--- src/rtl/multiplicador_rpn_if.sv ---
// Multiplier handshake bundle between the RPN step decoder (master) and the
// shift-add multiplier (slave): StartMult/ProntoMult plus operands and result.
interface multiplicador_rpn_if #(
    parameter int WIDTH = 8
);
    logic               StartMult;
    logic [WIDTH-1:0]   OperandoA;
    logic [WIDTH-1:0]   OperandoB;
    logic               ProntoMult;
    logic [2*WIDTH-1:0] Produto;
    logic               Overflow;
    logic               Ocupado;

    modport master (
        output StartMult, OperandoA, OperandoB,
        input  ProntoMult, Produto, Overflow, Ocupado
    );

    modport slave (
        input  StartMult, OperandoA, OperandoB,
        output ProntoMult, Produto, Overflow, Ocupado
    );
endinterface

--- src/rtl/multiplicador_rpn.sv ---
// Sequential shift-add unsigned multiplier, one multiplier bit per clock.
// Operands are latched on an accepted StartMult (IDLE or DONE only); the
// product, overflow flag and ProntoMult are registered on DONE entry.
// Optional build macro: EARLY_EXIT_EN -- leave CALC as soon as the shifted
// multiplier is exhausted instead of always running WIDTH iterations.
module multiplicador_rpn #(
    parameter int WIDTH = 8
) (
    input  logic                Clock,
    input  logic                Reset,
    multiplicador_rpn_if.slave  bus
);
    localparam int CNT_W = (WIDTH > 1) ? $clog2(WIDTH) : 1;
    localparam logic [CNT_W-1:0] LAST_CNT = CNT_W'(WIDTH - 1);

    typedef enum logic [1:0] {
        IDLE,
        CALC,
        DONE
    } state_t;

    state_t             r_state;
    state_t             w_state_next;
    logic [2*WIDTH-1:0] r_mc;
    logic [2*WIDTH-1:0] r_acc;
    logic [WIDTH-1:0]   r_mp;
    logic [CNT_W-1:0]   r_cnt;
    logic [2*WIDTH-1:0] r_produto;
    logic               r_overflow;
    logic               r_pronto;

    logic               w_start;
    logic               w_last;
    logic [2*WIDTH-1:0] w_acc_next;

    assign w_start    = bus.StartMult && (r_state != CALC);
    assign w_acc_next = r_acc + (r_mp[0] ? r_mc : '0);

`ifdef EARLY_EXIT_EN
    assign w_last = (r_cnt == LAST_CNT) || ((r_mp >> 1) == '0);
`else
    assign w_last = (r_cnt == LAST_CNT);
`endif

    // State register.
    always_ff @(posedge Clock) begin
        if (Reset) begin
            r_state <= IDLE;
        end else begin
            r_state <= w_state_next;
        end
    end

    // Next-state decode.
    always_comb begin
        w_state_next = r_state;
        case (r_state)
            IDLE:    if (w_start) w_state_next = CALC;
            CALC:    if (w_last)  w_state_next = DONE;
            DONE:    if (w_start) w_state_next = CALC;
            default: w_state_next = IDLE;
        endcase
    end

    // Datapath: operand latch, shift-add iteration and result capture.
    always_ff @(posedge Clock) begin
        if (Reset) begin
            r_mc       <= '0;
            r_acc      <= '0;
            r_mp       <= '0;
            r_cnt      <= '0;
            r_produto  <= '0;
            r_overflow <= 1'b0;
            r_pronto   <= 1'b0;
        end else if (w_start) begin
            r_mc     <= {{WIDTH{1'b0}}, bus.OperandoA};
            r_mp     <= bus.OperandoB;
            r_acc    <= '0;
            r_cnt    <= '0;
            r_pronto <= 1'b0;
        end else if (r_state == CALC) begin
            r_acc <= w_acc_next;
            r_mc  <= r_mc << 1;
            r_mp  <= r_mp >> 1;
            r_cnt <= r_cnt + CNT_W'(1);
            if (w_last) begin
                r_produto  <= w_acc_next;
                r_overflow <= |w_acc_next[2*WIDTH-1:WIDTH];
                r_pronto   <= 1'b1;
            end
        end
    end

    assign bus.ProntoMult = r_pronto;
    assign bus.Produto    = r_produto;
    assign bus.Overflow   = r_overflow;
    assign bus.Ocupado    = (r_state == CALC);

endmodule

--- src/flat_wrapper.sv ---
// flat-port wrapper written by rule: the top's interface ports become plain ports
module multiplicador_rpn_flat 
#(
    parameter int WIDTH = 8
)
  (Clock, Reset, bus_StartMult, bus_OperandoA, bus_OperandoB, bus_ProntoMult, bus_Produto, bus_Overflow, bus_Ocupado);
  multiplicador_rpn_if #(.WIDTH(WIDTH)) bus_i ();
  input  logic Clock;
  input  logic Reset;
  input wire logic [$bits(bus_i.StartMult)-1:0] bus_StartMult;
  input wire logic [$bits(bus_i.OperandoA)-1:0] bus_OperandoA;
  input wire logic [$bits(bus_i.OperandoB)-1:0] bus_OperandoB;
  output wire logic [$bits(bus_i.ProntoMult)-1:0] bus_ProntoMult;
  output wire logic [$bits(bus_i.Produto)-1:0] bus_Produto;
  output wire logic [$bits(bus_i.Overflow)-1:0] bus_Overflow;
  output wire logic [$bits(bus_i.Ocupado)-1:0] bus_Ocupado;
  assign bus_i.StartMult = bus_StartMult;
  assign bus_i.OperandoA = bus_OperandoA;
  assign bus_i.OperandoB = bus_OperandoB;
  assign bus_ProntoMult = bus_i.ProntoMult;
  assign bus_Produto = bus_i.Produto;
  assign bus_Overflow = bus_i.Overflow;
  assign bus_Ocupado = bus_i.Ocupado;
  multiplicador_rpn #(.WIDTH(WIDTH)) u_core (.Clock(Clock), .Reset(Reset), .bus(bus_i));
endmodule
--- config.mk ---
export PLATFORM = sky130hd
export DESIGN_NAME = multiplicador_rpn_flat
export DESIGN_NICKNAME = d
export VERILOG_FILES = /design/src/rtl/multiplicador_rpn_if.sv /design/src/rtl/multiplicador_rpn.sv /design/src/flat_wrapper.sv
export SDC_FILE = /design/constraint.sdc
export NUM_CORES = 1
export LEC_CHECK = 0
export CAP_MARGIN = 20
export CORE_UTILIZATION = 37
export CTS_CLUSTER_SIZE = 28
export DETAILED_ROUTE_END_ITERATION = 16
export PLACE_DENSITY = 0.67
export SYNTH_ARGS = -nofsm -noshare
export SYNTH_HDL_FRONTEND = slang
export SYNTH_SLANG_ARGS = --single-unit
--- constraint.sdc ---
create_clock -name Clock -period 2.7 [get_ports Clock]
set_input_delay 0.405 -clock Clock [delete_from_list [all_inputs] [get_ports Clock]]
set_output_delay 0.405 -clock Clock [all_outputs]
set_load 0.02 [all_outputs]
=== Yosys cells after proc, flatten, opt, wreduce, memory -nomap -nowiden ===
Cells that the tools add are included.

* Flip-flop bits (word level): 63
* Bits of input ports: 19
* Output and inout bits: 19
* Logic and storage cells: 35

* $add $sub $neg: 2
* Equality and inequality tests: 6
* Mux-type cells: 8
* Bitwise operators: 1
* Reduce and logical (&&, ||, !) cells: 9

{| class="wikitable"
|+ Operators by type and width
! operator !! number
|-
| $mux W8 || 4
|-
| $add A16 B16 Y16 || 1
|-
| $mux W16 || 1
|-
| $reduce_or A8 Y1 || 1
|-
| $ne A2 B1 Y1 const B || 3
|-
| $mux W2 || 2
|-
| $pmux W2 S2 || 1
|-
| $reduce_and A2 Y1 || 2
|-
| $reduce_or A2 Y1 || 2
|-
| $add A3 B1 Y3 const B || 1
|-
| $eq A3 B3 Y1 const B || 1
|-
| $reduce_and A3 Y1 || 1
|-
| $eq A2 B1 Y1 const B || 1
|-
| $eq A2 B2 Y1 const B || 1
|-
| $logic_not A2 Y1 || 1
|-
| $reduce_bool A2 Y1 || 1
|-
| $logic_and A1 B1 Y1 || 1
|-
| $not A1 Y1 || 1
|}

=== Logic depth before layout (Yosys ltp) ===
* Depth in word-level cells: 4
* Gate-level depth with buffers: 11
* Mapped depth without buffers: 10

=== Worst setup path after synthesis ===
OpenSTA, ideal clock, no wires.

* Path kind: register to register
* From: register u_core.r_mp[0]
* To: register u_core.r_overflow, in the netlist u_core.bus.Overflow
* Library setup time: 120 ps
* Data arrival time: 2634 ps
* Data required time: 2580 ps
* Slack: -53 ps
* Stages on the path, launching flop included: 12
* Path buffers: 2
* Period minus slack after synthesis: 2753 ps
* Cell sequence: dfxtp_1 clkbuf_1 and2_1 ha_1 buf_4 a2111oi_0 o21ai_1 a31o_1 a21oi_2 o21ai_0 a2111o_1 o31a_1

* Word-level cells in the longest chain between the ends: 3

{| class="wikitable"
|+ Ends and longest elaborated chain
! what !! line !! source
|-
| start: declaration || multiplicador_rpn.sv:26 || <nowiki>logic [WIDTH-1:0] r_mp;</nowiki>
|-
| start signal: assignment || multiplicador_rpn.sv:77 || <nowiki>r_mp <= bus.OperandoB;</nowiki>
|-
| start signal: assignment || multiplicador_rpn.sv:84 || <nowiki>r_mp <= r_mp >> 1;</nowiki>
|-
| $mux W16 || multiplicador_rpn.sv:37 || <nowiki>assign w_acc_next = r_acc + (r_mp[0] ? r_mc : '0);</nowiki>
|-
| $add A16 B16 Y16 || multiplicador_rpn.sv:37 ||
|-
| $reduce_or A8 Y1 || multiplicador_rpn.sv:88 || <nowiki>r_overflow <= |w_acc_next[2*WIDTH-1:WIDTH];</nowiki>
|-
| end signal: assignment || multiplicador_rpn.sv:88 ||
|-
| end: declaration || multiplicador_rpn.sv:29 || <nowiki>logic r_overflow;</nowiki>
|}

Every way passes these cells.
A chain may end at the register's enable or synchronous reset.

=== Worst setup path in the final report ===
Same ends and word-level chain as after synthesis.

==> impl_metrics.yaml <==
outcome:
  outcome: "finished, final reports clean"
setup_path:
  end_kind: "flop"
  start_kind: "flop"
  cp_slowest_stage_delay_ns: 0.37
  worst_ep_arrival_time_ns: 2.85
  crit_path_max_fanout: 7
  crit_buf_inv: 1
  path_cells: "buf_6 -> and2_1 -> ha_1 -> and3_4 -> nand3_4 -> o31ai_4 -> a21oi_2 -> or3_4 -> a2111o_1 -> o31a_1"
  worst-setup-path-type: "reg -> reg"
  cp_top_family: "compound AO/OA/AOI/OAI gates"
  cp_slowest_cell: "or3_4"
  cp.required_ns: 2.94
job:
  cap_violations: 0
drt:
  met1_length_um: 4030
  route.met2.wl_um: 3850
  wl_per_cell_um: 14.2
  drt_iter0_markers: 146
  viasPerCell: 5.23
  ant_nets: 0
  drc: 0
  wl_um: 8300
  dr.max_layer_used: "met4"
  met3_wirelength_um: 280
  vias: 3053
  firstDrtPassIters: 4
layout:
  area_growth_pct: 34.4
  final_core_util: 0.510
  nets: 508
  diodes: 0
  layout-drive-gt1-share: 0.195
clock_tree:
  cts-root-buf: "clkbuf_8"
  cts_sinks: 63
  clkLatencyLatePin_ns: 0.35
  cts_buffers: 9
  postCtsHoldBufs: 0
  cts_buffer_depth: 2
  tritoncts: "done"
  htreeDepth: 3
  clkTransAtPathRegs_ns: 0.09
sta:
  finalSetupViolCount: 0
  setup_tns_ns: 0
  tightest_slew_ns: 0.644
  rsz0062_at_grt: "no"
  max_slew_margin: 0.570
  final.setup.worst_slack_ns: 0.0959
  min_period_ns: 2.60
  drv_slew: 0
  fin_crit_sh: 0.964
  fmax_ghz: 0.384
  hold_viol_final: 0
  fin_skew_ns: 0.0134
power:
  power_density_nw_per_um2: 481
  total_leakage_power_nw: 1.68
  ir_worst_vdd_uv: 249
synth:
  ys_ff_latch: 63
  synthCells: 406
  async_flop_share: 0
  ys.flop_type: "dfxtp_1"
  synth.avg_cell_area_um2: 8.11
  synth_cell_types: 51
  synth_nets: 443
  syn_area_um2: 3290
  synth_edf_count: 0
  yosys_warnings: 0
  seq_area_frac_synth: 0.383
global_routing:
  grtUsageTotal: 0.190
  grt_pass1_vias: 2777
  grt_first_pass_wirelength_um: 13400
  antenna_found_initial: 0
  gr-total-overflow: 0
  grt_max_degree: 59
place:
  place_ws_ns: -0.0745
  dp_hpwl_um: 6020
  port_buffers: 37
  place_congestion: 0.886
floorplan:
  initial_utilization: 0.379
  die_h_um: 96.3
  dieArea_um2: 9280
  fp.dieW_um: 96.3
  io_pins: 38
  row_count: 34
  core-area_um2: 8680
worst_hold_path:
  hold_path.class: "reg -> reg"
## area by class of cell
class | count | area (um2)
multi-input cells | 312 | 2070
clock inverters | 7 | 105
inverters | 5 | 18.8
flip-flops and latches | 63 | 1260
fillers | 814 | 4250
well taps | 108 | 135
clock buffers | 9 | 124
repair buffers | 80 | 709
## routing by layer
layer | vias to the layer above | GRT usage
li1 | 1550 | -
met2 | 60 | 0.310
met1 | 1429 | 0.248
met5 | - | 0
met3 | 14 | 0.0348
met4 | 0 | 0.0723
## what timing repair did
item,CTS,global route
gates cloned,0,0
resized for setup,7,20
setup endpoints to repair,1,1
setup buffers,1,3
pin swaps,6,12
endpoints found under the hold margin,0,0
## cell usage after synthesis, types with 2 or more instances
library cell / instances / area [um2]
o2111ai_1: 3 / 26.3
and3_1: 2 / 12.5
buf_4: 2 / 15.0
nor3_1: 6 / 30.0
a21o_1: 5 / 37.5
xor2_1: 5 / 43.8
clkbuf_1: 19 / 71.3
dfxtp_1: 63 / 1260
a21oi_2: 2 / 17.5
mux2i_1: 16 / 160
buf_1: 4 / 15.0
nand4_1: 2 / 12.5
xnor2_1: 6 / 52.6
nand2_1: 70 / 263
o21a_1: 4 / 30.0
o21ai_1: 3 / 15.0
a21oi_1: 49 / 245
nand3_1: 6 / 30.0
inv_1: 4 / 15.0
a211oi_1: 19 / 143
a31oi_1: 2 / 12.5
nor2_1: 46 / 173
nor4_1: 2 / 12.5
ha_1: 17 / 213
nand2b_1: 2 / 12.5
and2_1: 17 / 106
o21ai_0: 5 / 25.0
o211ai_1: 2 / 15.0
## metrics by stage
| stage | hold WS (ns) | area [um2] | instances | total power, W |
|---|---|---|---|---|
| 5_1_grt | 0.469 | 4430 | 584 | 0.00221 |
| 2_1_floorplan | 0.431 | 3310 | 406 | 0.00111 |
| 3_3_place_gp | 0.438 | 4010 | 564 | 0.00119 |
| 6_report | 0.456 | 4430 | 584 | 0.00213 |
| 4_1_cts | 0.456 | 4290 | 581 | 0.00214 |
| 3_5_place_dp | 0.445 | 4010 | 564 | 0.00120 |
## power breakdown
group | leakage, nW | internal [W] | total, W | switching [W]
Combinational | 1.05 | 0.0000954 | 0.000208 | 0.000112
Sequential | 0.512 | 0.000956 | 0.000977 | 0.0000204
Clock | 0.112 | 0.000532 | 0.000946 | 0.000414
Total | 1.68 | 0.00158 | 0.00213 | 0.000546
## worst min-delay path, cell delays in order, from the launching register on
cell,delay [ns]
dfxtp_1,0.31
nand2_1,0.05
a21oi_1,0.05
## kinds of logic after synthesis
| logic type | synth area share |
|---|---|
| AO/OA/AOI/OAI | 0.218 |
| XOR/XNOR | 0.0293 |
| adder cells (fa/ha/maj) | 0.0707 |
| buffers and inverters | 0.0380 |
| flip-flops | 0.383 |
| multiplexers | 0.0486 |
| AND/OR/NAND/NOR | 0.212 |
## final timing paths
path	to	start	slack (ns)	depth (start not counted)
setup / recovery	u_core.bus.Overflow	u_core.r_mp[0]	0.1	10
hold / removal	u_core.bus.Produto[11]	u_core.bus.Produto[11]	0.46	2
setup reg to reg	u_core.bus.Overflow	u_core.r_mp[0]	0.1	10
hold reg to reg	u_core.bus.Produto[11]	u_core.bus.Produto[11]	0.46	2
## placed cells by master, fill, tap and decap left out, types with 5 or more instances in the layout
cell | Yosys | routed
and2_4 | 0 | 5
mux2i_1 | 16 | 16
ha_4 | 0 | 7
clkbuf_8 | 0 | 9
xor2_1 | 5 | 5
nand3_1 | 6 | 5
nand2_1 | 70 | 70
buf_4 | 2 | 41
nor3_1 | 6 | 5
dfxtp_1 | 63 | 62
and2_1 | 17 | 12
a21o_1 | 5 | 5
a211oi_1 | 19 | 19
a21oi_1 | 49 | 49
o21ai_1 | 3 | 5
xnor2_1 | 6 | 6
ha_1 | 17 | 9
clkdlybuf4s50_1 | 0 | 37
nor2_1 | 46 | 46
## registers in the layout, summed over array words and instances, names as in the netlist
register               cells
u_core.r_mc               16
u_core.r_state             2
u_core.r_acc              16
u_core.bus.ProntoMult      1
u_core.r_mp                8
u_core.bus.Produto        16
u_core.bus.Overflow        1
u_core.r_cnt               3
(Power assumes the default switching activity.)
